**config.mk**
```make
export PLATFORM = sky130hd
export DESIGN_NAME = depth_window_stats
export DESIGN_NICKNAME = d
export VERILOG_FILES = /design/src/rtl/depth_stats_pkg.sv /design/src/rtl/depth_minmax_tracker.sv /design/src/rtl/depth_window_stats.sv
export SDC_FILE = /design/constraint.sdc
export NUM_CORES = 1
export LEC_CHECK = 0
export BUFFER_PORTS_ARGS = -buffer_cell sky130_fd_sc_hd__buf_2
export CAP_MARGIN = 20
export CELL_PAD_IN_SITES_DETAIL_PLACEMENT = 0
export CELL_PAD_IN_SITES_GLOBAL_PLACEMENT = 2
export CORE_ASPECT_RATIO = 0.9
export CORE_UTILIZATION = 36
export DETAILED_ROUTE_END_ITERATION = 12
export GPL_TIMING_DRIVEN = 1
export PLACE_DENSITY = 0.88
export SKIP_LAST_GASP = 1
export SLEW_MARGIN = 0
export SYNTH_ARGS = -nofsm -noshare
export SYNTH_HDL_FRONTEND = slang
export SYNTH_SLANG_ARGS = --single-unit
export TNS_END_PERCENT = 50
```
**constraint.sdc**
```tcl
create_clock -name clk -period 2.6 [get_ports clk]
set_clock_uncertainty 0.15 [all_clocks]
set_input_delay 0.78 -clock clk [delete_from_list [all_inputs] [get_ports clk]]
set_output_delay 0.78 -clock clk [all_outputs]
set_load 0.02 [all_outputs]
```
**src/rtl/depth_stats_pkg.sv**
```systemverilog
// depth_stats_pkg: shared state encoding and width helpers for the
// depth_window_stats block.
`default_nettype none

package depth_stats_pkg;

  typedef enum logic [0:0] {
    ACCUM = 1'b0,
    HOLD  = 1'b1
  } state_e;

  function automatic int win_len(input int win_log2);
    return 1 << win_log2;
  endfunction

  function automatic int sum_w(input int dw, input int win_log2);
    return dw + win_log2;
  endfunction

  function automatic int cnt_w(input int win_log2);
    return win_log2 + 1;
  endfunction

endpackage

`default_nettype wire

```
**src/rtl/depth_minmax_tracker.sv**
```systemverilog
// depth_minmax_tracker: running max/min of accepted depth samples, with
// next-value outputs that already include the sample being accepted.
`default_nettype none

module depth_minmax_tracker
  import depth_stats_pkg::*;
#(
  parameter int DW = 8
) (
  input  logic          clk,
  input  logic          rst_n,
  input  logic          restart,
  input  logic          accept,
  input  logic [DW-1:0] depth_in,
  output logic [DW-1:0] run_max,
  output logic [DW-1:0] run_min,
  output logic [DW-1:0] max_next,
  output logic [DW-1:0] min_next
);

  logic [DW-1:0] run_max_q, run_max_d;
  logic [DW-1:0] run_min_q, run_min_d;

  assign max_next = (depth_in > run_max_q) ? depth_in : run_max_q;
  assign min_next = (depth_in < run_min_q) ? depth_in : run_min_q;
  assign run_max  = run_max_q;
  assign run_min  = run_min_q;

  // Restart wins over accept so a completing window starts the next one clean.
  always_comb begin
    run_max_d = run_max_q;
    run_min_d = run_min_q;
    if (restart) begin
      run_max_d = '0;
      run_min_d = '1;
    end else if (accept) begin
      run_max_d = max_next;
      run_min_d = min_next;
    end
  end

  always_ff @(posedge clk or negedge rst_n) begin
    if (!rst_n) begin
      run_max_q <= '0;
      run_min_q <= '1;
    end else begin
      run_max_q <= run_max_d;
      run_min_q <= run_min_d;
    end
  end

endmodule

`default_nettype wire

```
**src/rtl/depth_window_stats.sv**
```systemverilog
// depth_window_stats: per-window max/min/average depth, flip-flop total and
// over-limit count, presented on a valid/ready output held under backpressure.
`default_nettype none

module depth_window_stats
  import depth_stats_pkg::*;
#(
  parameter int DW       = 8,
  parameter int WIN_LOG2 = 3
) (
  input  logic                   clk,
  input  logic                   rst_n,
  input  logic                   clear,
  input  logic                   in_valid,
  output logic                   in_ready,
  input  logic [DW-1:0]          depth_in,
  input  logic [DW-1:0]          ff_in,
  input  logic [DW-1:0]          depth_limit,
  output logic                   out_valid,
  input  logic                   out_ready,
  output logic [DW-1:0]          max_depth,
  output logic [DW-1:0]          min_depth,
  output logic [DW-1:0]          avg_depth,
  output logic [DW+WIN_LOG2-1:0] ff_total,
  output logic [WIN_LOG2:0]      viol_count,
  output logic                   viol_flag
);

  localparam int WIN_LEN = win_len(WIN_LOG2);
  localparam int SW      = sum_w(DW, WIN_LOG2);
  localparam int CW      = cnt_w(WIN_LOG2);
  localparam logic [CW-1:0] LAST_CNT = CW'(WIN_LEN - 1);

  state_e          state_q, state_d;
  logic [CW-1:0]   cnt_q, cnt_d;
  logic [SW-1:0]   dsum_q, dsum_d;
  logic [SW-1:0]   fsum_q, fsum_d;
  logic [CW-1:0]   viol_q, viol_d;
  logic            out_valid_q, out_valid_d;
  logic [DW-1:0]   max_q, max_d;
  logic [DW-1:0]   min_q, min_d;
  logic [DW-1:0]   avg_q, avg_d;
  logic [SW-1:0]   fft_q, fft_d;
  logic [CW-1:0]   vc_q, vc_d;

  logic            accept;
  logic            last_accept;
  logic [SW-1:0]   dsum_nx;
  logic [SW-1:0]   fsum_nx;
  logic [CW-1:0]   viol_nx;
  logic [DW-1:0]   run_max, run_min, max_next, min_next;

  assign in_ready    = (state_q == ACCUM);
  assign accept      = in_valid && in_ready;
  assign last_accept = accept && (cnt_q == LAST_CNT);

  assign dsum_nx = dsum_q + {{WIN_LOG2{1'b0}}, depth_in};
  assign fsum_nx = fsum_q + {{WIN_LOG2{1'b0}}, ff_in};
  assign viol_nx = viol_q + {{WIN_LOG2{1'b0}}, (depth_in > depth_limit)};

  depth_minmax_tracker #(
    .DW (DW)
  ) u_minmax (
    .clk      (clk),
    .rst_n    (rst_n),
    .restart  (clear || last_accept),
    .accept   (accept && !clear),
    .depth_in (depth_in),
    .run_max  (run_max),
    .run_min  (run_min),
    .max_next (max_next),
    .min_next (min_next)
  );

  always_comb begin
    state_d     = state_q;
    cnt_d       = cnt_q;
    dsum_d      = dsum_q;
    fsum_d      = fsum_q;
    viol_d      = viol_q;
    out_valid_d = out_valid_q;
    max_d       = max_q;
    min_d       = min_q;
    avg_d       = avg_q;
    fft_d       = fft_q;
    vc_d        = vc_q;

    if (clear) begin
      // Output data registers deliberately keep their last values.
      state_d     = ACCUM;
      cnt_d       = '0;
      dsum_d      = '0;
      fsum_d      = '0;
      viol_d      = '0;
      out_valid_d = 1'b0;
    end else begin
      case (state_q)
        ACCUM: begin
          if (last_accept) begin
            max_d       = max_next;
            min_d       = min_next;
            avg_d       = DW'(dsum_nx >> WIN_LOG2);
            fft_d       = fsum_nx;
            vc_d        = viol_nx;
            out_valid_d = 1'b1;
            state_d     = HOLD;
            cnt_d       = '0;
            dsum_d      = '0;
            fsum_d      = '0;
            viol_d      = '0;
          end else if (accept) begin
            cnt_d  = cnt_q + 1'b1;
            dsum_d = dsum_nx;
            fsum_d = fsum_nx;
            viol_d = viol_nx;
          end
        end
        HOLD: begin
          if (out_ready) begin
            out_valid_d = 1'b0;
            state_d     = ACCUM;
          end
        end
        default: state_d = ACCUM;
      endcase
    end
  end

  always_ff @(posedge clk or negedge rst_n) begin
    if (!rst_n) begin
      state_q     <= ACCUM;
      cnt_q       <= '0;
      dsum_q      <= '0;
      fsum_q      <= '0;
      viol_q      <= '0;
      out_valid_q <= 1'b0;
      max_q       <= '0;
      min_q       <= '0;
      avg_q       <= '0;
      fft_q       <= '0;
      vc_q        <= '0;
    end else begin
      state_q     <= state_d;
      cnt_q       <= cnt_d;
      dsum_q      <= dsum_d;
      fsum_q      <= fsum_d;
      viol_q      <= viol_d;
      out_valid_q <= out_valid_d;
      max_q       <= max_d;
      min_q       <= min_d;
      avg_q       <= avg_d;
      fft_q       <= fft_d;
      vc_q        <= vc_d;
    end
  end

  assign out_valid  = out_valid_q;
  assign max_depth  = max_q;
  assign min_depth  = min_q;
  assign avg_depth  = avg_q;
  assign ff_total   = fft_q;
  assign viol_count = vc_q;
  assign viol_flag  = (vc_q != '0);

endmodule

`default_nettype wire

```
* Word level (Yosys, flattened, before mapping)
Cells that the tools add are included.
** Operators by class
- Muxes and demuxes :: 30
- Bitwise gates (word level) :: 2
- Equal/unequal tests :: 4
- $lt $le $gt $ge :: 3
- Reduce and logical (&&, ||, !) cells :: 11
- Add/sub/neg operators :: 4
** Operator list (count)
- two-way mux 11 bit :: 8
- two-way mux 8 bit :: 6
- two-way mux 4 bit :: 8
- adder 11 x 8 -> 11 bit :: 2
- > comparator 8 bit :: 2
- less-than comparator 8 bit :: 1
- two-way mux 1 bit :: 6
- adder 4 x 1 -> 4 bit :: 1
- adder 4 x 1 -> 4 bit, second input constant :: 1
- equality test 4 x 3 -> 1 bit, second input constant :: 1
- one-hot mux 1 bit (2 select lines) :: 2
- AND reduction 2 bit :: 2
- nonzero test 4 bit :: 1
- logical AND 1 bit :: 3
- != test 3 x 2 -> 1 bit, second input constant :: 1
- != test 3 bit, second input constant :: 1
- AND reduction 3 bit :: 1
- nonzero test 3 bit :: 1
- != test 2 bit, second input constant :: 1
- NOT 1 bit :: 2
- nonzero test 2 bit :: 1
- zero test 1 bit :: 1
- logical OR 1 bit :: 1
** Storage, ports and cells
- Logic and storage cells :: 67
- Flip-flop bits (word level) :: 87
- Output and inout port bits :: 42
- Bits of input ports :: 29

* Longest topological paths before layout
- Word-level depth :: 6
- Gate-level depth with buffers :: 13
- Mapped depth without buffers :: 13

* By module
Synthesis repeated with hierarchy kept, for this count alone.
** Unflattened totals
- Cell total of the unflattened synthesis :: 531
- Area total of the unflattened synthesis :: 5142.4 µm²
** By module, submodules not included
- depth_window_stats :: cells an instance 390, area an instance 3848.7 µm², sequential area each 1776.7 µm², times used 1
- depth_minmax_tracker :: cells an instance 141, area an instance 1293.7 µm², sequential area each 410.4 µm², times used 1

* Worst setup path before layout
Ideal clock, no wire load.
- Kind :: input to register
- From :: input port depth_in[0]
- To :: register dsum_q[10]
- Cell stages on the path :: 9
- Setup slack :: -0.158 ns
- Data required time :: 2.381 ns
- Arrival time :: 2.540 ns
- Buffers on the path :: 0
- Cell sequence :: ha_1 -> inv_1 -> fa_1 -> nor2b_1 -> o21ai_0 -> o21ai_1 -> a31oi_2 -> or4_1 -> nand3_1
** Between the ends
- Cells in the longest elaborated chain, start to end :: 5
** RTL lines
- start: declaration :: line depth_window_stats.sv:16 : input logic [DW-1:0] depth_in,
- adder 11 x 8 -> 11 bit :: line depth_window_stats.sv:57 : assign dsum_nx = dsum_q + {{WIN_LOG2{1'b0}}, depth_in};
- two-way mux 11 bit :: line depth_window_stats.sv:111 : end else if (accept) begin
- two-way mux 11 bit :: line depth_window_stats.sv:99 : if (last_accept) begin
- two-way mux 11 bit :: line depth_window_stats.sv:97 : case (state_q)
- two-way mux 11 bit :: line depth_window_stats.sv:88 : if (clear) begin
- end signal: assignment :: line depth_window_stats.sv:145 : dsum_q <= dsum_d;
- end: declaration :: line depth_window_stats.sv:36 : logic [SW-1:0] dsum_q, dsum_d;
No other way between the ends. The select of a mux whose other input is x is not followed.
A chain may end at the register's enable or synchronous reset.

* Final worst setup path
- From :: input port depth_in[1]
- To :: register u_minmax.run_min_q[5] (netlist: u_minmax.run_min[5])
** Between the ends
- Cells in the longest elaborated chain, start to end :: 4
** RTL lines
- less-than comparator 8 bit :: line depth_minmax_tracker.sv:25 : assign min_next = (depth_in < run_min_q) ? depth_in : run_min_q;
- two-way mux 8 bit :: line depth_minmax_tracker.sv:25
- two-way mux 8 bit :: line depth_minmax_tracker.sv:36 : end else if (accept) begin
- two-way mux 8 bit :: line depth_minmax_tracker.sv:33 : if (restart) begin
- end signal: assignment :: line depth_minmax_tracker.sv:48 : run_min_q <= run_min_d;
- end: declaration :: line depth_minmax_tracker.sv:22 : logic [DW-1:0] run_min_q, run_min_d;
No other way between the ends. The select of a mux whose other input is x is not followed.

==> results summary <==
The slowest stage of the critical path is the sky130_fd_sc_hd__ha_1 cell. The number of warnings issued by yosys came out at 0. Measured in cells, the most critical reg-to-reg path has a length of 8.

The synthesized area divided by synthesized cell count is 9.953 um^2. The number of iterations in the first detailed-routing pass came out at 4. The number of standard-cell rows in the floorplan is 39.

The leakage power summed over all cells is 3.191 nW. The share of total power dissipated in the clock network is 0.358. For this run, design rule violations remaining after detail routing come to 0.

The finished layout holds 771 standard cells, fillers aside. The internal portion of the total power is 2.472 mW. The switching fraction of total power is 0.2754. The count of flip-flops with a built-in enable after synthesis came out at 0.

In the final layout, flip-flops and latches occupy 0.002187 mm^2. The total negative slack is 0 ns. The worst slew margin relative to its limit is 0.2884.

The pin count of the biggest net entering global routing is 88. The number of H-tree levels came out at 3. The number of endpoints failing setup at the final stage is 0. The number of instances in the placed design is 755. The maximum clock insertion buffer count came out at 2.

The antenna cell count is 0. The vertical die dimension came out at 111.7 um. The worst register-to-register path begins at u_minmax.run_min[1]. The worst setup slack after placement is -0.3073 ns. The total power density per cell area is 564.8 mW/mm^2. The number of buffers added to fix hold violations after cts came out at 0. The flip-flop and latch count after synthesis came out at 87. Walking the worst path, the cells encountered are buf_2, buf_4, ha_1, a21o_1, a211o_1, a21oi_1, buf_4, nand2_2, o22a_1.

The number of port buffers came out at 70. The number of nets handed over by synthesis was 557. The worst setup path is captured at a register. Setup repair after global routing could not meet its margin everywhere. The core area is 0.01288 mm^2. The number of vias per cell after detailed routing came out at 4.994.

The flow ran to the end, and the final reports show no timing, DRC or antenna violations. The register share of total power came out at 0.429. The effective utilization at floorplan came out at 0.3739. The post-route antenna net violation count came out at 0. Dividing the detail-routed wire length by the instance count gives 15.16 um. The portion of synthesized cell area occupied by the leading cell type came out at 0.4104. The min-delay analysis places its worst path in the category input pin to asynchronous set/reset pin. The number of design-rule violations left by the first detailed-router iteration came out at 160. The analysis attributes to net switching a power of 0.9393 mW.

The critical path data required time is 2.72 ns. The count of endpoints failing hold in the final timing report is 0. The final cycle utilization of the critical path is 0.9621.

The actual slew at the worst max-slew pin came out at 1.066 ns. After synthesis, the share of flip-flops with an asynchronous set or reset is 1.000. The die area came out at 0.01385 mm^2. The setup check on the worst reg-to-reg path leaves a slack of 0.26 ns. TritonCTS built the clock tree. Of the total power, combinational logic draws 0.213.

Yosys attributes the largest share of cell area to sky130_fd_sc_hd__dfrtp_1 41%, sky130_fd_sc_hd__ha_1 11%, sky130_fd_sc_hd__nand2_1 6.0%, sky130_fd_sc_hd__dfstp_2 4.4%, sky130_fd_sc_hd__o21ai_0 4.4%. The number of max-slew violations in the final report is 0. The final wirelength came out at 11.69 mm. After the last flow step, the layout net total stands at 675. The overall power after layout is 3.411 mW. The endpoint identified for the worst register-to-register timing path is u_minmax.run_min[5].

The leftover overflow at the end of global routing came out at 0. The insertion delay to the later sink of the worst-skew pair is 0.35 ns. The sequential fraction of the synthesis area came out at 0.4540. The estimated wirelength of the detail-placed design came out at 8.445 mm. The number of clock sinks came out at 87.

The clock slew at the register clock pins of the worst setup and hold paths is 0.06 ns. The library cell appearing most often on the critical path is sky130_fd_sc_hd__buf_4. The largest area contributor in the netlist is sky130_fd_sc_hd__dfrtp_1.

Summing all multi-input logic gate instances after layout gives 0.002461 mm^2. In the global route stage, overall resource usage came out at 0.1821. The minimum period implied by the final worst setup slack is 2.501 ns. The total number of vias came out at 3850. The final hold slack came out at 0.2927 ns. Yosys mapped the design onto 50 distinct sky130hd cell types. The top flip-flop cell by instance count after synthesis is sky130_fd_sc_hd__dfrtp_1.

The worst setup path is launched from an input pin. Counting the buffers created by CTS gives 9. IR analysis of the VDD net gives a maximum drop of 0.0003482 V.

71 I/O pins were placed. The root buffer cell chosen for the clock tree is sky130_fd_sc_hd__clkbuf_16. The highest clock rate is 399.8 MHz. Fill cells in the final layout number 1271. Max-cap violations in this run came to 0. The global placer's final weighted congestion came out at 0.8270. The critical path's largest stage delay came out at 0.29 ns. The area growth from synthesis to layout is 25.38%.

The first global-routing pass estimated 19.37 mm of wire. The worst path meets setup with 0.09852 ns of slack. The fraction of layout instances using a drive strength above 1 is 0.2718. The cell area after synthesis is 0.004817 mm^2. The path type of the worst setup path is input pin to register.

The maximum fanout along the worst path is 8. The initial antenna violation count is 0. The number of instances in the synthesized netlist came out at 484. The die span in x is 123.9 um. Data arrives at the worst endpoint at 2.62 ns. The number of global-route vias before repair was 3954.
## critical path: cells and delay by family
family | cells | cell delay, ns
buffers and inverters | 3 | 0.52
AO/OA/AOI/OAI | 4 | 0.88
adder cells (fa/ha/maj) | 1 | 0.29
AND/OR/NAND/NOR | 1 | 0.15
## registers in the layout (all words and copies together), names as in the netlist
signal	cells
cnt_q	4
state_q	1
avg_depth	8
ff_total	11
u_minmax.run_min	8
u_minmax.run_max	8
max_depth	8
viol_q	4
min_depth	8
fsum_q	11
viol_count	4
dsum_q	11
out_valid	1
## cell usage in the layout (no fill, tap or decap), types with 3 or more instances in the layout
master / synthesis / layout
sky130_fd_sc_hd__nand2b_1: 5 / 5
sky130_fd_sc_hd__a21o_1: 11 / 11
sky130_fd_sc_hd__a22o_1: 22 / 22
sky130_fd_sc_hd__o22a_1: 8 / 8
sky130_fd_sc_hd__mux2_2: 3 / 3
sky130_fd_sc_hd__o21ai_1: 4 / 5
sky130_fd_sc_hd__nor2_1: 14 / 13
sky130_fd_sc_hd__nor2b_1: 6 / 6
sky130_fd_sc_hd__clkbuf_16: 0 / 9
sky130_fd_sc_hd__or3_1: 4 / 4
sky130_fd_sc_hd__o21ai_0: 42 / 41
sky130_fd_sc_hd__a211oi_1: 4 / 4
sky130_fd_sc_hd__clkbuf_1: 15 / 4
sky130_fd_sc_hd__nand2_1: 77 / 77
sky130_fd_sc_hd__dfstp_2: 8 / 8
sky130_fd_sc_hd__nand3_1: 8 / 8
sky130_fd_sc_hd__buf_4: 1 / 57
sky130_fd_sc_hd__xnor2_1: 11 / 11
sky130_fd_sc_hd__or4_1: 5 / 5
sky130_fd_sc_hd__mux2i_1: 16 / 16
sky130_fd_sc_hd__a21oi_1: 18 / 18
sky130_fd_sc_hd__dfrtp_1: 79 / 79
sky130_fd_sc_hd__buf_2: 4 / 69
sky130_fd_sc_hd__xor2_1: 7 / 7
sky130_fd_sc_hd__o21a_1: 6 / 6
sky130_fd_sc_hd__ha_1: 42 / 39
sky130_fd_sc_hd__inv_1: 32 / 32
## synth_stat cells (all sizes together), types with 2 or more instances
| master | instances |
|---|---|
| ha | 42 |
| nor2 | 14 |
| xor2 | 7 |
| a211oi | 5 |
| or3 | 4 |
| o21a | 6 |
| a31oi | 3 |
| buf | 5 |
| nand2 | 78 |
| or4 | 5 |
| nand3 | 8 |
| a22o | 22 |
| nor3 | 3 |
| o22a | 9 |
| o21ai | 46 |
| dfstp | 8 |
| a21oi | 18 |
| o31ai | 2 |
| nand4 | 2 |
| nor2b | 6 |
| dfrtp | 79 |
| a21o | 11 |
| mux2i | 16 |
| inv | 32 |
| fa | 2 |
| clkbuf | 15 |
| mux2 | 4 |
| xnor2 | 11 |
| o211ai | 2 |
| o22ai | 3 |
| nand2b | 5 |
## routing by layer
metal | GRT usage | part of all wire | wire length, um | vias up
li1 | - | - | - | 1940
met1 | 0.2437 | 0.49 | 5677 | 1848
met2 | 0.2870 | 0.47 | 5452 | 48
met3 | 0.04918 | 0.034 | 396 | 14
met4 | 0.05238 | 0.014 | 161 | 0
met5 | 0 | 0 | 0 | -
## through the flow
stage | util | area [um^2]
floorplan | - | 4832
global placement | 0.4467 | 5754
detailed placement | 0.4467 | 5754
CTS | 0.4679 | 6027
global route | 0.4688 | 6040
finish | 0.4688 | 6040
## power groups by stage
stage	logic (mW)	clock network (mW)	registers, mW
global placement	0.711	0	1.48
global route	0.815	1.31	1.47
finish	0.726	1.22	1.46
floorplan	0.446	0	1.48
CTS	0.732	1.26	1.46
detailed placement	0.726	0	1.49
## logic make-up after synthesis
group                    count (synthesis)  synth area share
adder cells (fa/ha/maj)                 44            0.1174
XOR/XNOR                                18           0.03273
buffers and inverters                   52           0.04234
flip-flops                              87            0.4540
multiplexers                            20           0.04337
AO/OA/AOI/OAI                          134            0.1909
AND/OR/NAND/NOR                        129            0.1192
## final cells by class
| class | instances | share of cell area |
|---|---|---|
| timing repair buffer | 127 | 0.1313 |
| tap | 164 | 0.03398 |
| inverter | 32 | 0.01989 |
| clock inverter | 1 | 0.0008287 |
| sequential | 87 | 0.3621 |
| multi-input combinational | 345 | 0.4075 |
| clock buffer | 15 | 0.04433 |
## worst max-delay path by stage
stage / from / to / slack, ns / cells after the start
after CTS: depth_in[1] / max_depth[1] / 0.06 / 10
after detailed placement: depth_in[1] / max_depth[1] / -0.31 / 10
after global routing: depth_in[1] / viol_q[2] / -0.08 / 13
after floorplan: depth_limit[5] / viol_q[1] / -0.005 / 10
final: depth_in[1] / u_minmax.run_min[5] / 0.1 / 9
after global placement: depth_in[1] / viol_q[1] / -0.27 / 11
## what timing repair did
item,in CTS,in global routing
resized for setup,0,3
setup buffers,0,0
endpoints found under the setup margin,0,24
(Power assumes the default switching activity.)
